**config.mk**
```make
export PLATFORM = sky130hd
export DESIGN_NAME = vend_controller
export DESIGN_NICKNAME = d
export VERILOG_FILES = /design/src/rtl/vend_controller.sv
export SDC_FILE = /design/constraint.sdc
export NUM_CORES = 1
export LEC_CHECK = 0
export ABC_CLOCK_PERIOD_IN_PS = 2200
export BUFFER_PORTS_ARGS = -buffer_cell sky130_fd_sc_hd__buf_2
export CORE_ASPECT_RATIO = 0.75
export CORE_MARGIN = 1
export CORE_UTILIZATION = 33
export CTS_BUF_LIST = sky130_fd_sc_hd__clkbuf_16
export CTS_CLUSTER_SIZE = 28
export DETAILED_ROUTE_END_ITERATION = 6
export PLACE_DENSITY = 0.64
export SYNTH_ARGS = -nofsm -noshare
export SYNTH_HDL_FRONTEND = slang
export SYNTH_SLANG_ARGS = --single-unit
export TNS_END_PERCENT = 20
```
**constraint.sdc**
```tcl
create_clock -name clk -period 2.2 [get_ports clk]
set_clock_uncertainty 0.2 [all_clocks]
set_input_delay 0.44 -clock clk [delete_from_list [all_inputs] [get_ports clk]]
set_output_delay 0.44 -clock clk [all_outputs]
set_load 0.01 [all_outputs]
```
**src/rtl/vend_controller.sv**
```systemverilog
// vend_controller: coin credit accumulation, A/B product arbitration, supervised dispense
// and timed change payout. Optional refund button is enabled by defining REFUND_BTN_EN.
module vend_controller #(
    parameter int unsigned PRICE_A       = 2,
    parameter int unsigned PRICE_B       = 3,
    parameter int unsigned CREDIT_MAX    = 15,
    parameter int unsigned MOTOR_TIMEOUT = 8,
    parameter int unsigned PULSE_LEN     = 2
) (
    input  logic       clk,
    input  logic       reset,
    input  logic       coin_valid,
    input  logic [1:0] coin_val,
    input  logic       btn_a,
    input  logic       btn_b,
    input  logic       motor_done,
`ifdef REFUND_BTN_EN
    input  logic       refund,
`endif
    output logic       motor_a,
    output logic       motor_b,
    output logic       change_pulse,
    output logic       coin_reject,
    output logic [3:0] credit,
    output logic       busy,
    output logic       err
);

    typedef enum logic [2:0] {IDLE, CREDIT, VEND, CHANGE, ERROR} state_e;

    localparam int unsigned CNT_MAX = (MOTOR_TIMEOUT > PULSE_LEN) ? MOTOR_TIMEOUT : PULSE_LEN;
    localparam int unsigned CW      = $clog2(CNT_MAX + 1);

    localparam logic [3:0]    PA         = 4'(PRICE_A);
    localparam logic [3:0]    PB         = 4'(PRICE_B);
    localparam logic [4:0]    CMAX       = 5'(CREDIT_MAX);
    localparam logic [CW-1:0] VEND_LAST  = CW'(MOTOR_TIMEOUT - 1);
    localparam logic [CW-1:0] PULSE_LAST = CW'(PULSE_LEN - 1);

    state_e        state_q, state_d;
    logic [3:0]    credit_q, credit_d;
    logic [CW-1:0] cnt_q, cnt_d;
    logic          motor_a_q, motor_a_d;
    logic          motor_b_q, motor_b_d;
    logic          change_pulse_q, change_pulse_d;
    logic          coin_reject_q, coin_reject_d;
    logic          last_sel_q, last_sel_d;   // 1 = product B served last

    logic [3:0] coin_units;
    logic [4:0] coin_sum;
    logic       coin_nz, coin_ok;
    logic       qual_a, qual_b, pick_b, refund_req;
    logic [3:0] vend_price, credit_after;

    always_comb begin
        coin_units = 4'd0;
        case (coin_val)
            2'b01:   coin_units = 4'd2;
            2'b10:   coin_units = 4'd3;
            2'b11:   coin_units = 4'd4;
            default: coin_units = 4'd0;
        endcase
    end

    assign coin_sum = {1'b0, credit_q} + {1'b0, coin_units};
    assign coin_nz  = coin_valid && (coin_val != 2'b00);
    assign coin_ok  = coin_nz && ((state_q == IDLE) || (state_q == CREDIT)) && (coin_sum <= CMAX);

    // Button qualification uses the credit held before any coin arriving this cycle.
    assign qual_a = btn_a && (credit_q >= PA);
    assign qual_b = btn_b && (credit_q >= PB);
    assign pick_b = qual_b && (!qual_a || !last_sel_q);

    assign vend_price   = motor_a_q ? PA : PB;
    assign credit_after = credit_q - vend_price;

`ifdef REFUND_BTN_EN
    assign refund_req = refund;
`else
    assign refund_req = 1'b0;
`endif

    always_comb begin
        state_d        = state_q;
        credit_d       = credit_q;
        cnt_d          = cnt_q;
        motor_a_d      = 1'b0;
        motor_b_d      = 1'b0;
        change_pulse_d = change_pulse_q;
        coin_reject_d  = coin_nz && !coin_ok;
        last_sel_d     = last_sel_q;

        case (state_q)
            IDLE: begin
                change_pulse_d = 1'b0;
                if (coin_ok) begin
                    credit_d = coin_sum[3:0];
                    state_d  = CREDIT;
                end
            end
            CREDIT: begin
                if (coin_ok) credit_d = coin_sum[3:0];
                if (refund_req) begin
                    state_d        = CHANGE;
                    cnt_d          = '0;
                    change_pulse_d = 1'b1;
                end else if (qual_a || qual_b) begin
                    state_d   = VEND;
                    cnt_d     = '0;
                    motor_a_d = !pick_b;
                    motor_b_d = pick_b;
                end
            end
            VEND: begin
                motor_a_d = motor_a_q;
                motor_b_d = motor_b_q;
                if (motor_done) begin
                    motor_a_d  = 1'b0;
                    motor_b_d  = 1'b0;
                    credit_d   = credit_after;
                    last_sel_d = motor_b_q;
                    cnt_d      = '0;
                    if (credit_after != 4'd0) begin
                        state_d        = CHANGE;
                        change_pulse_d = 1'b1;
                    end else begin
                        state_d = IDLE;
                    end
                end else if (cnt_q == VEND_LAST) begin
                    motor_a_d = 1'b0;
                    motor_b_d = 1'b0;
                    state_d   = ERROR;
                end else begin
                    cnt_d = cnt_q + 1'b1;
                end
            end
            CHANGE: begin
                // Credit drops together with the falling edge of each pulse.
                if (cnt_q != PULSE_LAST) begin
                    cnt_d = cnt_q + 1'b1;
                end else if (change_pulse_q) begin
                    cnt_d          = '0;
                    change_pulse_d = 1'b0;
                    if (credit_q != 4'd0) credit_d = credit_q - 4'd1;
                end else if (credit_q == 4'd0) begin
                    cnt_d   = '0;
                    state_d = IDLE;
                end else begin
                    cnt_d          = '0;
                    change_pulse_d = 1'b1;
                end
            end
            ERROR: begin
                change_pulse_d = 1'b0;
            end
            default: begin
                state_d        = IDLE;
                change_pulse_d = 1'b0;
            end
        endcase
    end

    always_ff @(posedge clk or posedge reset) begin
        if (reset) begin
            state_q        <= IDLE;
            credit_q       <= '0;
            cnt_q          <= '0;
            motor_a_q      <= 1'b0;
            motor_b_q      <= 1'b0;
            change_pulse_q <= 1'b0;
            coin_reject_q  <= 1'b0;
            last_sel_q     <= 1'b1;
        end else begin
            state_q        <= state_d;
            credit_q       <= credit_d;
            cnt_q          <= cnt_d;
            motor_a_q      <= motor_a_d;
            motor_b_q      <= motor_b_d;
            change_pulse_q <= change_pulse_d;
            coin_reject_q  <= coin_reject_d;
            last_sel_q     <= last_sel_d;
        end
    end

    assign motor_a      = motor_a_q;
    assign motor_b      = motor_b_q;
    assign change_pulse = change_pulse_q;
    assign coin_reject  = coin_reject_q;
    assign credit       = credit_q;
    assign busy         = (state_q == VEND) || (state_q == CHANGE);
    assign err          = (state_q == ERROR);

endmodule

```
==> impl_results.md, run 1 <==
* Number of primary I/O pins at 18
* Pleak at 0.831 nW
* Violations in the final reports: setup timing
* Post-placement cell area at 0.00167 mm2
* Final weighted congestion in routability-driven placement at 0.871
* Number of different library cells in the post-synthesis netlist at 54
* Number of max-cap violations at 0
* Most used DFF post-synth: sky130_fd_sc_hd__dfrtp_1
* Critical-path cell with the highest stage delay: sky130_fd_sc_hd__a311oi_4
* Sequential cell area in the final layout at 404 um2
* Cell taking the most area after synthesis: sky130_fd_sc_hd__dfrtp_1
* TritonCTS clock tree: done
* Worst setup path startpoint: coin_val[0]
* Total routing resource utilization after global routing at 18.3%
* M1 wire length at 1.70 mm
* Share of the core filled with cells in the final layout at 48.1%
* Die extent in x at 76.6 um
* Final worst slack at -0.0328 ns
* Number of flops mapped to enable cells by yosys at 0
* Top fanout value on the critical path at 6
* Area occupied by multi-input gates at 967 um2
* Critical register-to-register path startpoint: credit[0]$_DFFE_PP0P_
* Peak supply drop at 618 uV
* Unrepaired setup endpoints after global routing: true
* Worst hold slack at 0.0629 ns
* Register-to-register setup slack at -0.02 ns
* Total Power at 2.60 mW
* Count leader, synth: sky130_fd_sc_hd__dfrtp_1
* Num rows at 19
* Power per Cell Area at 1410 mW/mm2
* CTS Root Cell: sky130_fd_sc_hd__clkbuf_16
* Die extent in y at 57.9 um
* Post-synth top cells: 15 x sky130_fd_sc_hd__dfrtp_1, 14 x sky130_fd_sc_hd__inv_1, 13 x sky130_fd_sc_hd__ha_1, 13 x sky130_fd_sc_hd__nand2_1, 12 x sky130_fd_sc_hd__nor2_1
* Mean post-synth cell area at 9.24 um2
* Number of cells produced by synthesis at 149
* Result of the run: finished with violations
* Max-slew violation count at 0
* Number of hold violations in the final report at 0
* Routed length on met2 at 1.67 mm
* Final period util at 101%
* Total Die Area at 0.00444 mm2
* Highest metal layer used by the detailed router: met4
* Number of nets in the final layout at 208
* Initial Utilization at 36.0%
* Worst r2r path cells at 7
* CORE AREA at 0.00383 mm2
* Layout Area Growth over Synthesis at 33.7%
* Wire length of the first global-routing pass at 6.13 mm
* Total wirelength of the detailed-routed design at 3.52 mm
* Worst rel slew slack at 57.3%
* Area share of the leading cell type in the synthesized netlist at 27.3%
* Async set or reset register ratio after synthesis at 100%
* Number of clock sinks at 16
* Count of hold buffers inserted by post-cts repair at 0
* Min cycle time layout at 2.23 ns
* Syn nets at 171
* Transition at the pin with the smallest max-transition slack at 0.640 ns
* Global-route congestion overflow total at 0
* Worst-Skew Late Latency at 0.25 ns
* Number of buffers created by CTS at 3
* Antenna Nets Post-Route at 0
* Cell class contributing the biggest share of worst-path delay: compound AO/OA/AOI/OAI gates
* Sequential-to-total area share from yosys stat at 29.2%
* FF+latch count, synth at 16
* Maximum number of pins on one net before global-route repair at 17
* Fillers at 369
* CP cell instances: buf_12 > inv_12 > ha_4 > ha_4 > fa_2 > a21oi_2 > o221ai_2 > a311oi_4 > o21ai_2 > xnor2_1
* # setup viols final at 1
* First-iteration detailed-routing DRC count at 68
* Crit path capture type: flip-flop
* Buffering stage count on the worst path with inverters included at 2
* WS Path Type: in2reg
* Antenna violations before repair at 0
* # H-tree levels at 1
* Clock tree buffer depth at 2
* FF-to-FF End: credit[3]$_DFFE_PP0P_
* Diode insertion count for antenna repair at 0
* Main area contributors after synthesis: sky130_fd_sc_hd__dfrtp_1 27%, sky130_fd_sc_hd__ha_1 12%, sky130_fd_sc_hd__inv_1 3.8%
* Hold/Removal Path Class: in2async
* Final HPWL DP at 2.77 mm
* Largest stage delay on the critical path at 0.36 ns
* Data arrival at the endpoint of the critical path at 2.16 ns
* Quantity of I/O buffers inserted on ports at 17
* Most repeated library cell on the critical path: sky130_fd_sc_hd__ha_4
* CP Data Required Time at 2.12 ns
* Layout cell share with drive strength beyond 1 at 39.5%
* Routed length on met3 at 120 um
* Number of global-route vias before repair at 1242
* Routed wire per std cell at 14.8 um
* Area of all placed cells without fillers at 0.00184 mm2
* Category of the worst setup path launch point: primary input
* DRC violations left at 0
* Vias after detailed routing at 1224
* Cell Area, Synth at 0.00138 mm2
* F_max at 448 MHz
* Number of warnings printed during yosys synthesis at 0
* First-pass detailed-route iteration total at 4
* Vias per std cell at 5.16
* Clock Pin Slew Worst Setup and Hold Paths at 0.05 ns
==> per-layer routing <==
metal | GRT usage, % | vias up
li1 | - | 607
met1 | 23.2 | 583
met2 | 31.4 | 29
met3 | 4.09 | 5
met4 | 5.49 | 0
met5 | 0 | -
==> logic make-up (layout without fill, tap and decap cells) <==
kind of cell    after synthesis  after routing  share of synthesized area, %
simple gates                 50             50                          20.9
compound gates               46             46                          28.1
buf+inv                      20             56                          6.54
flops                        16             16                          29.2
fa+ha+maj                    14             14                          13.3
xor+xnor                      2              2                          1.27
mux                           1              1                         0.727
==> cell usage in the layout, fill, tap and decap left out, drive strengths merged, types with 4 or more instances in the layout <==
master,Yosys,final
o31ai,4,4
dfrtp,15,15
nand2,14,14
ha,13,13
nor3,5,5
inv,15,15
nor2,12,12
a21oi,11,11
o21ai,6,6
nand2b,4,4
buf,5,37
==> timing repair <==
item | in CTS | in global routing
resized for setup | 19 | 1
pin swaps | 11 | 3
endpoints found under the setup margin | 7 | 8
hold endpoints to repair | 0 | 0
buffers inserted | 4 | 0
==> area by class of cell <==
type | instances | area share (%)
Tap cell | 52 | 3.54
Sequential cell | 16 | 22.0
Clock inverter | 1 | 0.204
Multi-Input combinational cell | 113 | 52.5
Inverter | 15 | 3.74
Clock buffer | 3 | 4.08
Timing Repair Buffer | 37 | 13.9
==> how the worst max path moves through the flow <==
stage / cells after the start / to
final: 10 / credit[3]$_DFFE_PP0P_
after global placement: 10 / credit[3]$_DFFE_PP0P_
after CTS: 10 / credit[3]$_DFFE_PP0P_
after floorplan: 9 / credit[3]$_DFFE_PP0P_
after global routing: 7 / credit[3]$_DFFE_PP0P_
after detailed placement: 10 / credit[3]$_DFFE_PP0P_
==> power by group <==
part           internal [mW]  switching, mW  total (mW)
Clock                  0.242          0.127       0.369
Combinational          0.787          0.825        1.61
Sequential             0.412          0.206       0.618
Total                   1.44           1.16        2.60
==> state kept, by name (all words and copies together), names as in the netlist <==
signal and count:
change_pulse 1, state_q 3, credit 4, cnt_q 4
motor_a 1, last_sel_q 1, motor_b 1, coin_reject 1
==> through the flow <==
stage	instances	setup WS (ns)	setup TNS, ns
after global routing	237	-0.128	-0.568
after CTS	237	-0.0292	-0.0292
after floorplan	149	-0.116	-0.209
after global placement	229	-0.387	-1.74
final	237	-0.0328	-0.0328
after detailed placement	229	-0.440	-2.21
(Power assumes the default switching activity.)
==> run 2: changes to the inputs <==
--- a/config.mk
+++ b/config.mk
@@ -9,11 +9,13 @@
 export BUFFER_PORTS_ARGS = -buffer_cell sky130_fd_sc_hd__buf_2
 export CORE_ASPECT_RATIO = 0.75
 export CORE_MARGIN = 1
-export CORE_UTILIZATION = 33
+export CORE_UTILIZATION = 52
 export CTS_BUF_LIST = sky130_fd_sc_hd__clkbuf_16
 export CTS_CLUSTER_SIZE = 28
 export DETAILED_ROUTE_END_ITERATION = 6
-export PLACE_DENSITY = 0.64
+export PLACE_DENSITY = 0.88
+export REMOVE_ABC_BUFFERS = 1
+export SKIP_CTS_REPAIR_TIMING = 1
 export SYNTH_ARGS = -nofsm -noshare
 export SYNTH_HDL_FRONTEND = slang
 export SYNTH_SLANG_ARGS = --single-unit
==> run 2 against run 1 <==
- the run still ends with setup timing left
- cell count shrank 8.9%
- critical endpoint is now state_q[0]$_DFFE_PP0P_
- setup slack lost 0.12 ns
- largest cell class unchanged
- hold slack lost 0.013 ns
- sequential power shrank 2%
- maximum frequency shrank 5.2%
==> impl_results.md, run 2 (synthesis gave the netlist of run 1 again) <==
* Result of the run: finished with violations (unchanged)
* Violations in the final reports: setup timing (unchanged)
* Vias per std cell at 5.89 (was 5.16)
* Power per Cell Area at 1480 mW/mm2 (was 1410 mW/mm2)
* DRC violations left at 0 (unchanged)
* Register-to-register setup slack at -0.16 ns (was -0.02 ns)
* Number of hold violations in the final report at 0 (unchanged)
* Number of gates on the worst path with buffers counted at 9 (was 10)
* Number of primary I/O pins at 18 (unchanged)
* Final period util at 107% (was 101%)
* Num rows at 15 (was 19)
* Clock tree buffer depth at 2 (unchanged)
* Diode insertion count for antenna repair at 0 (unchanged)
* Category of the worst setup path launch point: flip-flop (was primary input)
* Wire length of the first global-routing pass at 4.89 mm (was 6.13 mm)
* Buffering stage count on the worst path with inverters included at 3 (was 2)
* Max-slew violation count at 0 (unchanged)
* Layout cell share with drive strength beyond 1 at 37.4% (was 39.5%)
* Die extent in y at 46.6 um (was 57.9 um)
* Largest stage delay on the critical path at 0.43 ns (was 0.36 ns)
* Critical register-to-register path startpoint: credit[0]$_DFFE_PP0P_ (unchanged)
* Worst rel slew slack at 60.3% (was 57.3%)
* CTS Root Cell: sky130_fd_sc_hd__clkbuf_16 (unchanged)
* Cell class contributing the biggest share of worst-path delay: simple AND/OR/NAND/NOR gates (was compound AO/OA/AOI/OAI gates)
* # setup viols final at 8 (was 1)
* Die extent in x at 61.4 um (was 76.6 um)
* Min cycle time layout at 2.36 ns (was 2.23 ns)
* Total wirelength of the detailed-routed design at 3.61 mm (was 3.52 mm)
* Hold/Removal Path Class: in2async (unchanged)
* First-iteration detailed-routing DRC count at 124 (was 68)
* Number of global-route vias before repair at 1076 (was 1242)
* Number of clock sinks at 16 (unchanged)
* Quantity of I/O buffers inserted on ports at 17 (unchanged)
* Most common library cell in the layout ignoring fill and taps: sky130_fd_sc_hd__buf_2 (was sky130_fd_sc_hd__buf_4)
* Data arrival at the endpoint of the critical path at 2.27 ns (was 2.16 ns)
* Peak supply drop at 894 uV (was 618 uV)
* Number of nets in the final layout at 205 (was 208)
* Layout Area Growth over Synthesis at 28.1% (was 33.7%)
* F_max at 424 MHz (was 448 MHz)
* Final HPWL DP at 2.47 mm (was 2.77 mm)
* Total Power at 2.61 mW (was 2.60 mW)
* Transition at the pin with the smallest max-transition slack at 0.596 ns (was 0.640 ns)
* First-pass detailed-route iteration total at 4 (unchanged)
* Worst slack after detailed placement at -0.612 ns (was -0.440 ns)
* Number of buffers created by CTS at 3 (unchanged)
* Number of max-cap violations at 0 (unchanged)
* Initial Utilization at 57.3% (was 36.0%)
* CORE AREA at 0.00240 mm2 (was 0.00383 mm2)
* Worst r2r path cells at 9 (was 7)
* Number of placed instances, taps included at 208 (was 229)
* CP Data Required Time at 2.11 ns (was 2.12 ns)
* Crit path capture type: flip-flop (unchanged)
* Antenna Nets Post-Route at 0 (unchanged)
* Final Instance Count excl. Fillers at 216 (was 237)
* CP cell instances: buf_4 > inv_1 > buf_4 > ha_2 > or3b_4 > nor3_2 > nor2_1 > o31ai_2 > o41ai_2 (was buf_12 > inv_12 > ha_4 > ha_4 > fa_2 > a21oi_2 > o221ai_2 > a311oi_4 > o21ai_2 > xnor2_1)
* Antenna violations before repair at 0 (unchanged)
* Global-route congestion overflow total at 0 (unchanged)
* Total routing resource utilization after global routing at 24.7% (was 18.3%)
* Pleak at 0.812 nW (was 0.831 nW)
* # H-tree levels at 1 (unchanged)
* Most repeated library cell on the critical path: sky130_fd_sc_hd__buf_4 (was sky130_fd_sc_hd__ha_4)
* WS Path Type: reg2reg (was in2reg)
* Clock Pin Slew Worst Setup and Hold Paths at 0.05 ns (about the same)
* Worst setup path startpoint: credit[0]$_DFFE_PP0P_ (was coin_val[0])
* Worst-Skew Late Latency at 0.25 ns (about the same)
* Routed wire per std cell at 16.7 um (was 14.8 um)
* Final weighted congestion in routability-driven placement at 0.912 (was 0.871)
* Critical-path cell with the highest stage delay: sky130_fd_sc_hd__or3b_4 (was sky130_fd_sc_hd__a311oi_4)
* Maximum number of pins on one net before global-route repair at 17 (unchanged)
* Final worst slack at -0.156 ns (was -0.0328 ns)
* Vias after detailed routing at 1273 (was 1224)
* TritonCTS clock tree: done (unchanged)
* Most frequent cells in the layout: 17 x sky130_fd_sc_hd__buf_2, 15 x sky130_fd_sc_hd__buf_4, 14 x sky130_fd_sc_hd__dfrtp_1 (was 20 x sky130_fd_sc_hd__buf_4, 15 x sky130_fd_sc_hd__buf_2, 13 x sky130_fd_sc_hd__nand2_1, 13 x sky130_fd_sc_hd__dfrtp_1, 12 x sky130_fd_sc_hd__nor2_1)
* Top fanout value on the critical path at 4 (was 6)
* Unrepaired setup endpoints after global routing: true (unchanged)
* Total Die Area at 0.00286 mm2 (was 0.00444 mm2)
-- run 2: path summary, 6_finish.rpt --
kind,end
min in group clk,motor_a$_DFFE_PP0N_
max in group asynchronous,state_q[1]$_DFFE_PP0P_
hold reg to reg,last_sel_q$_DFFE_PP1P_
hold / removal,cnt_q[2]$_DFFE_PP0P_
setup / recovery,state_q[0]$_DFFE_PP0P_
setup reg to reg,state_q[0]$_DFFE_PP0P_
-- run 2: layout make-up --
cell class,instances,area (um2)
Timing Repair Buffer,34,220
Tap cell,34,42.5
Multi-Input combinational cell,113,962
Inverter,15,56.3
Clock inverter,1,3.75
Fill cell,167,639
Clock buffer,3,75.1
Sequential cell,16,403
-- run 2: metal layers --
layer	vias to the layer above	track usage, %	routed length (um)
met4	0	8.44	59
met2	62	37.0	1670
li1	601	-	-
met1	601	34.0	1550
met5	-	0	0
met3	9	7.30	330
-- run 2: stage by stage --
stage,area (um2),setup TNS [ns],hold slack (ns),utilization [%]
floorplan,1340,-0.858,0.153,-
global placement,1570,-2.05,0.279,65.3
detailed placement,1570,-2.74,0.308,65.3
CTS,1650,-1.60,0.0757,68.5
global route,1760,-1.36,0.118,73.4
finish,1760,-0.737,0.0497,73.4
-- run 2: report_power, final --
| part | internal, mW | total (mW) | switching, mW |
|---|---|---|---|
| sequential | 0.410 | 0.603 | 0.193 |
| clock | 0.241 | 0.357 | 0.116 |
| combinational | 0.762 | 1.65 | 0.887 |
| total | 1.41 | 2.61 | 1.20 |
